<file path="config.mk">
export PLATFORM = sky130hd
export DESIGN_NAME = irq_nest_ctrl
export DESIGN_NICKNAME = d
export VERILOG_FILES = /design/src/rtl/irq_nest_ctrl.sv
export SDC_FILE = /design/constraint.sdc
export NUM_CORES = 1
export LEC_CHECK = 0
export ABC_AREA = 1
export BUFFER_PORTS_ARGS = -buffer_cell sky130_fd_sc_hd__buf_2
export CELL_PAD_IN_SITES_DETAIL_PLACEMENT = 1
export CELL_PAD_IN_SITES_GLOBAL_PLACEMENT = 2
export CORE_ASPECT_RATIO = 2
export CORE_MARGIN = 4
export CORE_UTILIZATION = 27
export CTS_BUF_LIST = sky130_fd_sc_hd__clkbuf_8
export DETAILED_ROUTE_END_ITERATION = 6
export PLACE_DENSITY_LB_ADDON = 0.12
export SYNTH_ARGS = -nofsm -noshare
export SYNTH_HDL_FRONTEND = slang
export SYNTH_SLANG_ARGS = --single-unit
</file>
<file path="constraint.sdc">
create_clock -name clk_i -period 1.45 [get_ports clk_i]
set_input_delay 0.0725 -clock clk_i [delete_from_list [all_inputs] [get_ports clk_i]]
set_output_delay 0.0725 -clock clk_i [all_outputs]
set_load 0.03 [all_outputs]
</file>
<file path="src/rtl/irq_nest_ctrl.sv">
// Interrupt sequencer between the HETI interrupt controller and the core: preemption, claim and level stack.
// Define IRQ_NEST_CTRL_NESTING_EN for a StackDepth-entry nesting stack; otherwise one handler runs at a time.
module irq_nest_ctrl #(
    parameter int unsigned NrIrqLines = 64,
    parameter int unsigned NrIrqPrios = 32,
    parameter int unsigned StackDepth = 4,
    localparam int unsigned IrqWidth   = $clog2(NrIrqLines),
    localparam int unsigned PrioWidth  = $clog2(NrIrqPrios),
    localparam int unsigned DepthWidth = $clog2(StackDepth + 1)
) (
    input  logic                  clk_i,
    input  logic                  rst_ni,
    input  logic                  irq_valid_i,
    input  logic [IrqWidth-1:0]   irq_id_i,
    input  logic [PrioWidth-1:0]  irq_level_i,
    input  logic                  irq_heti_i,
    input  logic                  irq_nest_i,
    output logic                  irq_ack_o,
    output logic [IrqWidth-1:0]   irq_id_o,
    output logic                  core_irq_req_o,
    output logic [IrqWidth-1:0]   core_irq_id_o,
    output logic                  core_irq_heti_o,
    input  logic                  core_irq_ack_i,
    input  logic                  core_mret_i,
    output logic [PrioWidth-1:0]  level_o,
    output logic [DepthWidth-1:0] depth_o,
    output logic                  err_o
);

    typedef enum logic [0:0] {IDLE = 1'b0, REQ = 1'b1} state_e;

    localparam logic [DepthWidth-1:0] DepthZero = {DepthWidth{1'b0}};
    localparam logic [DepthWidth-1:0] DepthOne  = DepthWidth'(1);
    localparam logic [DepthWidth-1:0] DepthMax  = DepthWidth'(StackDepth);
    localparam logic [PrioWidth-1:0]  LvlZero   = {PrioWidth{1'b0}};
    localparam logic [IrqWidth-1:0]   IdZero    = {IrqWidth{1'b0}};

    state_e                state_q, state_d;
    logic [IrqWidth-1:0]   lat_id_q, lat_id_d;
    logic [PrioWidth-1:0]  lat_lvl_q, lat_lvl_d;
    logic                  lat_heti_q, lat_heti_d;
    logic                  lat_nest_q, lat_nest_d;
    logic [PrioWidth-1:0]  cur_lvl_q, cur_lvl_d;
    logic                  cur_nest_q, cur_nest_d;
    logic [DepthWidth-1:0] depth_q, depth_d;
    logic                  err_q, err_d;
    logic                  ack_q, ack_d;
    logic [IrqWidth-1:0]   ack_id_q, ack_id_d;

    logic                  take_s;
    logic                  ack_s;
    logic                  pop_s;
    logic                  nest_in_s;
    logic [PrioWidth-1:0]  pop_lvl_s;
    logic                  pop_nest_s;
    logic [DepthWidth-1:0] push_depth_s;

    assign ack_s  = (state_q == REQ) & core_irq_ack_i;
    assign pop_s  = core_mret_i & (depth_q != DepthZero);
    assign take_s = (state_q == IDLE) & irq_valid_i & (irq_level_i != LvlZero)
                  & (irq_level_i > cur_lvl_q)
                  & ((depth_q == DepthZero) | (cur_nest_q & (depth_q < DepthMax)));

`ifdef IRQ_NEST_CTRL_NESTING_EN
    logic [PrioWidth-1:0] stk_lvl_q  [StackDepth];
    logic [PrioWidth-1:0] stk_lvl_d  [StackDepth];
    logic                 stk_nest_q [StackDepth];
    logic                 stk_nest_d [StackDepth];
    logic                 push_s;

    assign nest_in_s = irq_nest_i;
    // A tail-chained ack pops and re-pushes the same entry, so the array is left untouched.
    assign push_s       = ack_s & ~pop_s;
    assign push_depth_s = pop_s ? depth_q : depth_q + DepthOne;

    // Top-of-stack read and push write, decoded against depth so indices stay exact-width.
    always_comb begin
        pop_lvl_s  = LvlZero;
        pop_nest_s = 1'b0;
        for (int i = 0; i < int'(StackDepth); i++) begin
            pop_lvl_s     = (depth_q == DepthWidth'(i + 1)) ? stk_lvl_q[i]  : pop_lvl_s;
            pop_nest_s    = (depth_q == DepthWidth'(i + 1)) ? stk_nest_q[i] : pop_nest_s;
            stk_lvl_d[i]  = (push_s && (depth_q == DepthWidth'(i))) ? cur_lvl_q  : stk_lvl_q[i];
            stk_nest_d[i] = (push_s && (depth_q == DepthWidth'(i))) ? cur_nest_q : stk_nest_q[i];
        end
    end

    // Stack storage.
    always_ff @(posedge clk_i or negedge rst_ni) begin
        if (!rst_ni) begin
            for (int i = 0; i < int'(StackDepth); i++) begin
                stk_lvl_q[i]  <= LvlZero;
                stk_nest_q[i] <= 1'b0;
            end
        end else begin
            for (int i = 0; i < int'(StackDepth); i++) begin
                stk_lvl_q[i]  <= stk_lvl_d[i];
                stk_nest_q[i] <= stk_nest_d[i];
            end
        end
    end
`else
    logic unused_nest_s;

    assign unused_nest_s = irq_nest_i;
    assign nest_in_s     = 1'b0;
    assign pop_lvl_s     = LvlZero;
    assign pop_nest_s    = 1'b0;
    assign push_depth_s  = DepthOne;
`endif

    // Request FSM, claim pulse and running-level bookkeeping.
    always_comb begin
        state_d    = state_q;
        lat_id_d   = lat_id_q;
        lat_lvl_d  = lat_lvl_q;
        lat_heti_d = lat_heti_q;
        lat_nest_d = lat_nest_q;
        cur_lvl_d  = cur_lvl_q;
        cur_nest_d = cur_nest_q;
        depth_d    = depth_q;
        err_d      = err_q | (core_mret_i & (depth_q == DepthZero));
        ack_d      = 1'b0;
        ack_id_d   = IdZero;

        case (state_q)
            IDLE: begin
                if (take_s) begin
                    state_d    = REQ;
                    lat_id_d   = irq_id_i;
                    lat_lvl_d  = irq_level_i;
                    lat_heti_d = irq_heti_i;
                    lat_nest_d = nest_in_s;
                end else begin
                    state_d = IDLE;
                end
            end
            REQ: begin
                if (core_irq_ack_i) begin
                    state_d  = IDLE;
                    ack_d    = 1'b1;
                    ack_id_d = lat_id_q;
                end else begin
                    state_d = REQ;
                end
            end
            default: begin
                state_d = IDLE;
            end
        endcase

        if (ack_s) begin
            cur_lvl_d  = lat_lvl_q;
            cur_nest_d = lat_nest_q;
            depth_d    = push_depth_s;
        end else if (pop_s) begin
            cur_lvl_d  = pop_lvl_s;
            cur_nest_d = pop_nest_s;
            depth_d    = depth_q - DepthOne;
        end else begin
            depth_d = depth_q;
        end
    end

    // Control and status registers.
    always_ff @(posedge clk_i or negedge rst_ni) begin
        if (!rst_ni) begin
            state_q    <= IDLE;
            lat_id_q   <= IdZero;
            lat_lvl_q  <= LvlZero;
            lat_heti_q <= 1'b0;
            lat_nest_q <= 1'b0;
            cur_lvl_q  <= LvlZero;
            cur_nest_q <= 1'b0;
            depth_q    <= DepthZero;
            err_q      <= 1'b0;
            ack_q      <= 1'b0;
            ack_id_q   <= IdZero;
        end else begin
            state_q    <= state_d;
            lat_id_q   <= lat_id_d;
            lat_lvl_q  <= lat_lvl_d;
            lat_heti_q <= lat_heti_d;
            lat_nest_q <= lat_nest_d;
            cur_lvl_q  <= cur_lvl_d;
            cur_nest_q <= cur_nest_d;
            depth_q    <= depth_d;
            err_q      <= err_d;
            ack_q      <= ack_d;
            ack_id_q   <= ack_id_d;
        end
    end

    assign core_irq_req_o  = (state_q == REQ);
    assign core_irq_id_o   = lat_id_q;
    assign core_irq_heti_o = lat_heti_q;
    assign irq_ack_o       = ack_q;
    assign irq_id_o        = ack_id_q;
    assign level_o         = cur_lvl_q;
    assign depth_o         = depth_q;
    assign err_o           = err_q;

endmodule

</file>
==> results.md, run 1 <==
* Status: complete, but fails checks
* Failing checks: negative setup slack
* RSZ-0062 raised after global routing: true
* Clock tree buffer depth at 2
* Synth top area share at 0.5524
* CP required at 1.66 ns
* Synth area leaders: dfrtp_1 (55%), nand2_1 (12%), ha_1 (6.7%), inv_1 (5.4%), nand3_1 (4.6%)
* Routed Antenna Nets at 0
* Buffers on Ports at 40
* Worst IR Drop VDD at 689.8 uV
* Seq/Total Area, Yosys at 0.5524
* Initial antenna violation count at 0
* Layout cells sized above 1 at 0.4828
* H-tree levels at 2
* # IOs at 42
* # diodes at 0
* Sum Neg Setup Slack at -0.08240 ns
* Routability congestion estimate from global placement at 0.7205
* Final Max Slew Viols at 0
* Worst skew pair latency at 0.28 ns
* Post-synth EDFFs at 0
* DRT Wirelength at 3.500 mm
* Final setup vio count at 9
* Die height at 106.7 um
* Nets at 227
* Tmin final at 1.469 ns
* Hold Fails Final Rpt at 0
* Syn-to-layout area delta at 43.05%
* P_leak at 1.001 nW
* Ys flop type: dfrtp_1
* Worst setup margin at -0.01861 ns
* Die Area at 6114 um2
* Global-route wire length before repair at 5.934 mm
* Crit path DAT at 1.68 ns
* Clk sinks at 29
* Initial Util at 0.2830
* Final core occ at 0.4049
* Final Cycle Share at 1.013
* Synth Register Bits at 29
* Cells after Synth at 145
* Core area at 4642 um2
* Post-DP HPWL at 2.725 mm
* Worst Setup Start Kind: flip-flop
* Die W at 57.33 um
* Most frequent cells in the layout: buf_2 (40), nand2_1 (36), dfrtp_1 (22), inv_1 (12)
* Non-filler cells in the finished layout at 258
* Wire per inst at 13.57 um
* Worst Setup End Kind: flip-flop
* GRT overflow at 0
* Pre-Repair DR Iteration Count at 4
* Asr flop ratio synth at 1.000
* GRT Util Overall at 0.1270
* CTS tree: done
* Slew at the pin closest to its max-slew limit at 0.6853 ns
* Most common cell after layout, fill and taps aside: buf_2
* Row Count at 35
* Crit path max fanout at 7
* Vias at 1135
* Largest net degree at the start of global routing at 30
* Register clock-pin slew on the reported worst setup and hold paths at 0.07 ns
* Syn Area/Cell at 9.060 um2
* CTS Buf Count at 5
* Syn nets at 170
* Vias in the first global route at 1330
* Maximum clock frequency at 680.9 MHz
* First-iteration detailed-routing DRC count at 17
* Clk_skew at 0.007730 ns
* Tot Pwr at 3.392 mW
* Hold_ws at 0.02399 ns
* # DRC at 0
* Clk root buf: clkbuf_8
* Routed vias/inst at 4.399
* Crit Path Category: flip-flop to flip-flop
* Most area-hungry cell type in the Yosys netlist: dfrtp_1
* Power Dens Cells at 1805 nW/um2
* DP Cell Count at 246
* Hold Path Class: input pin to flip-flop
* Synth Warn # at 0
* Relative slew slack at 0.5432
* Netlist cell types at 21
* MaxCap Viol Count at 0
* Mapped Area at 1314 um2
==> state kept, by name, indices dropped and copies added (netlist names) <==
register	cells
err_o	1
irq_id_o	6
depth_o	3
level_o	5
core_irq_req_o	1
core_irq_heti_o	1
irq_ack_o	1
core_irq_id_o	6
lat_lvl_q	5
==> cell families (layout without fill, tap and decap cells) <==
| group | count (synthesis) | in the layout | share of synthesized area |
|---|---|---|---|
| flops | 29 | 29 | 0.5524 |
| buf+inv | 25 | 82 | 0.08381 |
| compound gates | 13 | 13 | 0.05810 |
| simple gates | 71 | 72 | 0.2391 |
| fa+ha+maj | 7 | 7 | 0.06666 |
==> power by group <==
part / switching, mW / internal [mW] / leakage, nW / total, mW
registers: 0.154 / 1.06 / 0.366 / 1.22
logic: 0.984 / 0.538 / 0.591 / 1.52
clock network: 0.323 / 0.330 / 0.0439 / 0.653
==> repair_timing <==
action                                 in CTS  in global routing
endpoints found under the hold margin      30                  0
cloned                                      1                  0
gates resized for setup                    17                  3
hold buffers                                2                  0
setup endpoints to repair                  13                 13
setup buffers                               1                  0
pin swaps                                  11                  2
==> cells in the mapped netlist, types with 2 or more instances <==
cell and n:
nand2_2 2, inv_1 19, ha_1 7, a21oi_1 3, nand2_1 42, buf_6 2
nor2_1 10, dfrtp_1 29, o21ai_0 6, inv_2 3, nand3_1 12
==> path summary, 6_finish.rpt <==
kind                                             start                           end  slack, ns  depth (start not counted)
min                                        irq_id_i[3]  core_irq_id_o[3]$_DFFE_PN0P_       0.02                          3
max in group asynchronous                       rst_ni        level_o[2]$_DFFE_PN0P_       0.60                          2
max reg2reg                     level_o[2]$_DFFE_PN0P_  core_irq_id_o[1]$_DFFE_PN0P_      -0.02                         10
min reg2reg                core_irq_heti_o$_DFFE_PN0P_   core_irq_heti_o$_DFFE_PN0P_       0.47                          2
min in group asynchronous                       rst_ni        depth_o[0]$_DFFE_PN0P_       0.36                          2
max                             level_o[2]$_DFFE_PN0P_  core_irq_id_o[1]$_DFFE_PN0P_      -0.02                         10
==> metrics by stage <==
step | area [um2] | setup slack, ns
floorplan | 1363 | -0.08292
global placement | 1672 | -0.03750
detailed placement | 1672 | -0.04894
CTS | 1864 | -0.03933
global route | 1879 | -0.1323
finish | 1879 | -0.01861
==> critical path, stage by stage (launching register included) <==
cell     delay (ns)
dfrtp_2        0.41
inv_2          0.08
ha_4           0.21
nand2_2        0.06
inv_2          0.04
nand2_2        0.06
nand2_2        0.07
nor2_4         0.19
buf_6          0.17
nand3_1        0.07
nand2_1        0.06
==> final cells by class <==
class	instances	area, um2
clock buffers	5	68.82
clock inverters	3	17.52
fillers	589	2763
inverters	22	82.58
multi-input cells	92	600.6
flip-flops and latches	29	734.5
well taps	55	68.82
repair buffers	52	306.5
==> per-layer routing <==
layer,vias up,wire length (um),global-route usage
met5,-,0,0
li1,565,-,-
met2,31,1992,0.2414
met3,5,169,0.02771
met1,534,1286,0.1275
met4,0,52,0.05307
(Power assumes the default switching activity.)
==> run 2, diff against run 1 <==
- RECOVER_POWER: unset -> 100
==> run 2 against run 1 <==
- the flow still finishes with violations (negative setup slack)
- design area decreased by 1.7%
- first-iteration DRC count decreased by 18%
- worst setup slack about the same
- clock skew about the same
- global-route usage unchanged
- sequential cell count unchanged
- combinational power decreased by 3%
- routed wire length increased by 0.74%
- die area unchanged
- critical path type unchanged
- largest cell class unchanged
- largest power group unchanged
==> results.md, run 2 (synthesis results as in run 1) <==
* CTS tree: done
* Maximum clock frequency at 680.8 MHz (about the same)
* Final core occ at 0.3981 (-0.006739)
* R2R Path Start: level_o[2]$_DFFE_PN0P_
* Layout cells sized above 1 at 0.3695 (-0.1133)
* Buffers on Ports at 40 (unchanged)
* Routed Antenna Nets at 0 (unchanged)
* Die height at 106.7 um (unchanged)
* Final setup vio count at 9 (unchanged)
* Worst setup margin at -0.01882 ns (-0.0002052 ns)
* CP Launch Point: level_o[2]$_DFFE_PN0P_
* Row Count at 35 (unchanged)
* Die W at 57.33 um (unchanged)
* # diodes at 0 (unchanged)
* Most common cell after layout, fill and taps aside: nand2_1
* Nets at 227 (unchanged)
* Final Cycle Share at 1.013 (about the same)
* Clk sinks at 29 (unchanged)
* Worst setup path endpoint: core_irq_id_o[1]$_DFFE_PN0P_
* Logic gate share of total power at 0.440 (-0.009)
* Post-DP HPWL at 2.725 mm (unchanged)
* Crit path cell chain: inv_2 > ha_4 > nand2_2 > inv_2 > nand2_2 > nand2_2 > nor2_4 > buf_6 > nand3_1 > nand2_1
* Net switching power at 1.469 mW (+0.58%)
* Reg area at 734.5 um2 (unchanged)
* Multi-input gate area at 600.6 um2 (unchanged)
* Crit Path Category: flip-flop to flip-flop
* Pint at 1.880 mW (-2.7%)
* Die Area at 6114 um2 (unchanged)
* Clock tree buffer depth at 2 (unchanged)
* Worst Setup Start Kind: flip-flop
* Initial Util at 0.2830 (unchanged)
* Critical path's slowest cell: dfrtp_2
* Reg power frac at 0.365 (+0.006)
* Non-filler cells in the finished layout at 258 (unchanged)
* Slew at the pin closest to its max-slew limit at 0.7646 ns (+0.07933 ns)
* Worst r2r dst: core_irq_id_o[1]$_DFFE_PN0P_
* GRT overflow at 0 (unchanged)
* Hold Fails Final Rpt at 0 (unchanged)
* Dpl ws at -0.04894 ns (unchanged)
* Crit path DAT at 1.68 ns (about the same)
* Hold Path Class: input pin to flip-flop
* RSZ-0062 raised after global routing: true
* DP Cell Count at 246 (unchanged)
* CP most frequent cell: nand2_2
* Cells on worst reg2reg path at 10 (unchanged)
* DRT Wirelength at 3.526 mm (+0.74%)
* Worst IR Drop VDD at 690.3 uV (about the same)
* Syn-to-layout area delta at 40.67%
* Status: complete, but fails checks
* Reg2reg setup slack at -0.02 ns (about the same)
* Relative slew slack at 0.4903 (-0.05288)
* Global-route wire length before repair at 5.934 mm (unchanged)
* # IOs at 42 (unchanged)
* Worst Setup End Kind: flip-flop
* Pre-Repair DR Iteration Count at 4 (unchanged)
* CP required at 1.66 ns (about the same)
* Vias at 1132 (-0.26%)
* Final Max Slew Viols at 0 (unchanged)
* Power Dens Cells at 1812 nW/um2 (+0.41%)
* Routed vias/inst at 4.388 (-0.26%)
* Routability congestion estimate from global placement at 0.7205 (unchanged)
* Clk root buf: clkbuf_8
* Wire per inst at 13.67 um (+0.74%)
* Most frequent cells in the layout: nand2_1 (36), clkbuf_1 (23), dfrtp_1 (22), buf_2 (17), inv_1 (12)
* MaxCap Viol Count at 0 (unchanged)
* Crit-path max cell delay at 0.41 ns (about the same)
* Crit path max fanout at 7 (unchanged)
* CTS Buf Count at 5 (unchanged)
* Largest net degree at the start of global routing at 30 (unchanged)
* First-iteration detailed-routing DRC count at 14 (-3)
* Switching Fraction at 0.4387 (+0.008051)
* Vias in the first global route at 1330 (unchanged)
* Tmin final at 1.469 ns (+0.0002052 ns)
* Worst skew pair latency at 0.28 ns (about the same)
* Failing checks: negative setup slack
* P_leak at 0.9184 nW (-8.2%)
* Clock power frac at 0.195 (+0.002)
* GRT Util Overall at 0.1270 (unchanged)
* Core area at 4642 um2 (unchanged)
* HP Start: irq_id_i[3]
* Register clock-pin slew on the reported worst setup and hold paths at 0.07 ns (about the same)
* Clk_skew at 0.007745 ns (+0.00001421 ns)
* H-tree levels at 2 (unchanged)
* Initial antenna violation count at 0 (unchanged)
* # DRC at 0 (unchanged)
* Fill count at 591 (+0.34%)
==> run 2: worst min path at each step <==
stage / depth (start not counted) / endpoint
6_report: 3 / core_irq_id_o[3]$_DFFE_PN0P_
5_1_grt: 3 / core_irq_id_o[2]$_DFFE_PN0P_
4_1_cts: 3 / core_irq_id_o[3]$_DFFE_PN0P_
3_5_place_dp: 1 / err_o$_DFF_PN0_
3_3_place_gp: 1 / depth_o[2]$_DFFE_PN0P_
2_1_floorplan: 0 / core_irq_heti_o$_DFFE_PN0P_
==> run 2: area by class of cell <==
type,count,area share
clock buffer,5,0.03724
clock inverter,3,0.009479
inverter,22,0.04469
multi-input combinational,92,0.3250
sequential,29,0.3974
tap,55,0.03724
timing repair buffer,52,0.1490
==> run 2: worst max-delay path, delay by kind of cell (launching register included) <==
family | cells | cell delay (ns)
fa+ha+maj | 1 | 0.21
buf+inv | 3 | 0.29
flops | 1 | 0.41
simple gates | 6 | 0.51
==> run 2: what timing repair did <==
| item | in CTS | in global routing |
|---|---|---|
| pin swaps | 11 | 2 |
| gates cloned | 1 | 0 |
| hold buffers | 2 | 0 |
| gates resized for setup | 17 | 3 |
| endpoints found under the hold margin | 30 | 0 |
| buffers inserted | 1 | 0 |
| endpoints found under the setup margin | 13 | 13 |
==> run 2: power by group through the flow <==
stage | logic [mW] | clock network, mW | registers [mW]
after detailed placement | 1.41 | 0 | 1.23
after global placement | 1.37 | 0 | 1.22
after global routing | 1.65 | 0.714 | 1.25
after floorplan | 0.560 | 0 | 1.58
after CTS | 1.53 | 0.683 | 1.22
final | 1.47 | 0.654 | 1.22
==> run 2: routing by layer <==
layer	GRT usage	routed length, um
met5	0	0
met4	0.05307	52
met3	0.02771	177
met2	0.2414	1992
met1	0.1275	1304
==> run 2: through the flow <==
step                total power [mW]  area, um2   TNS, ns  hold slack, ns
floorplan                      2.142       1363   -0.7386         -0.2231
global placement               2.595       1672   -0.3547          0.1343
detailed placement             2.647       1672   -0.4764          0.1577
CTS                            3.430       1864   -0.2895         0.01809
global route                   3.615       1848    -1.417         0.03769
finish                         3.349       1848  -0.08201         0.02339
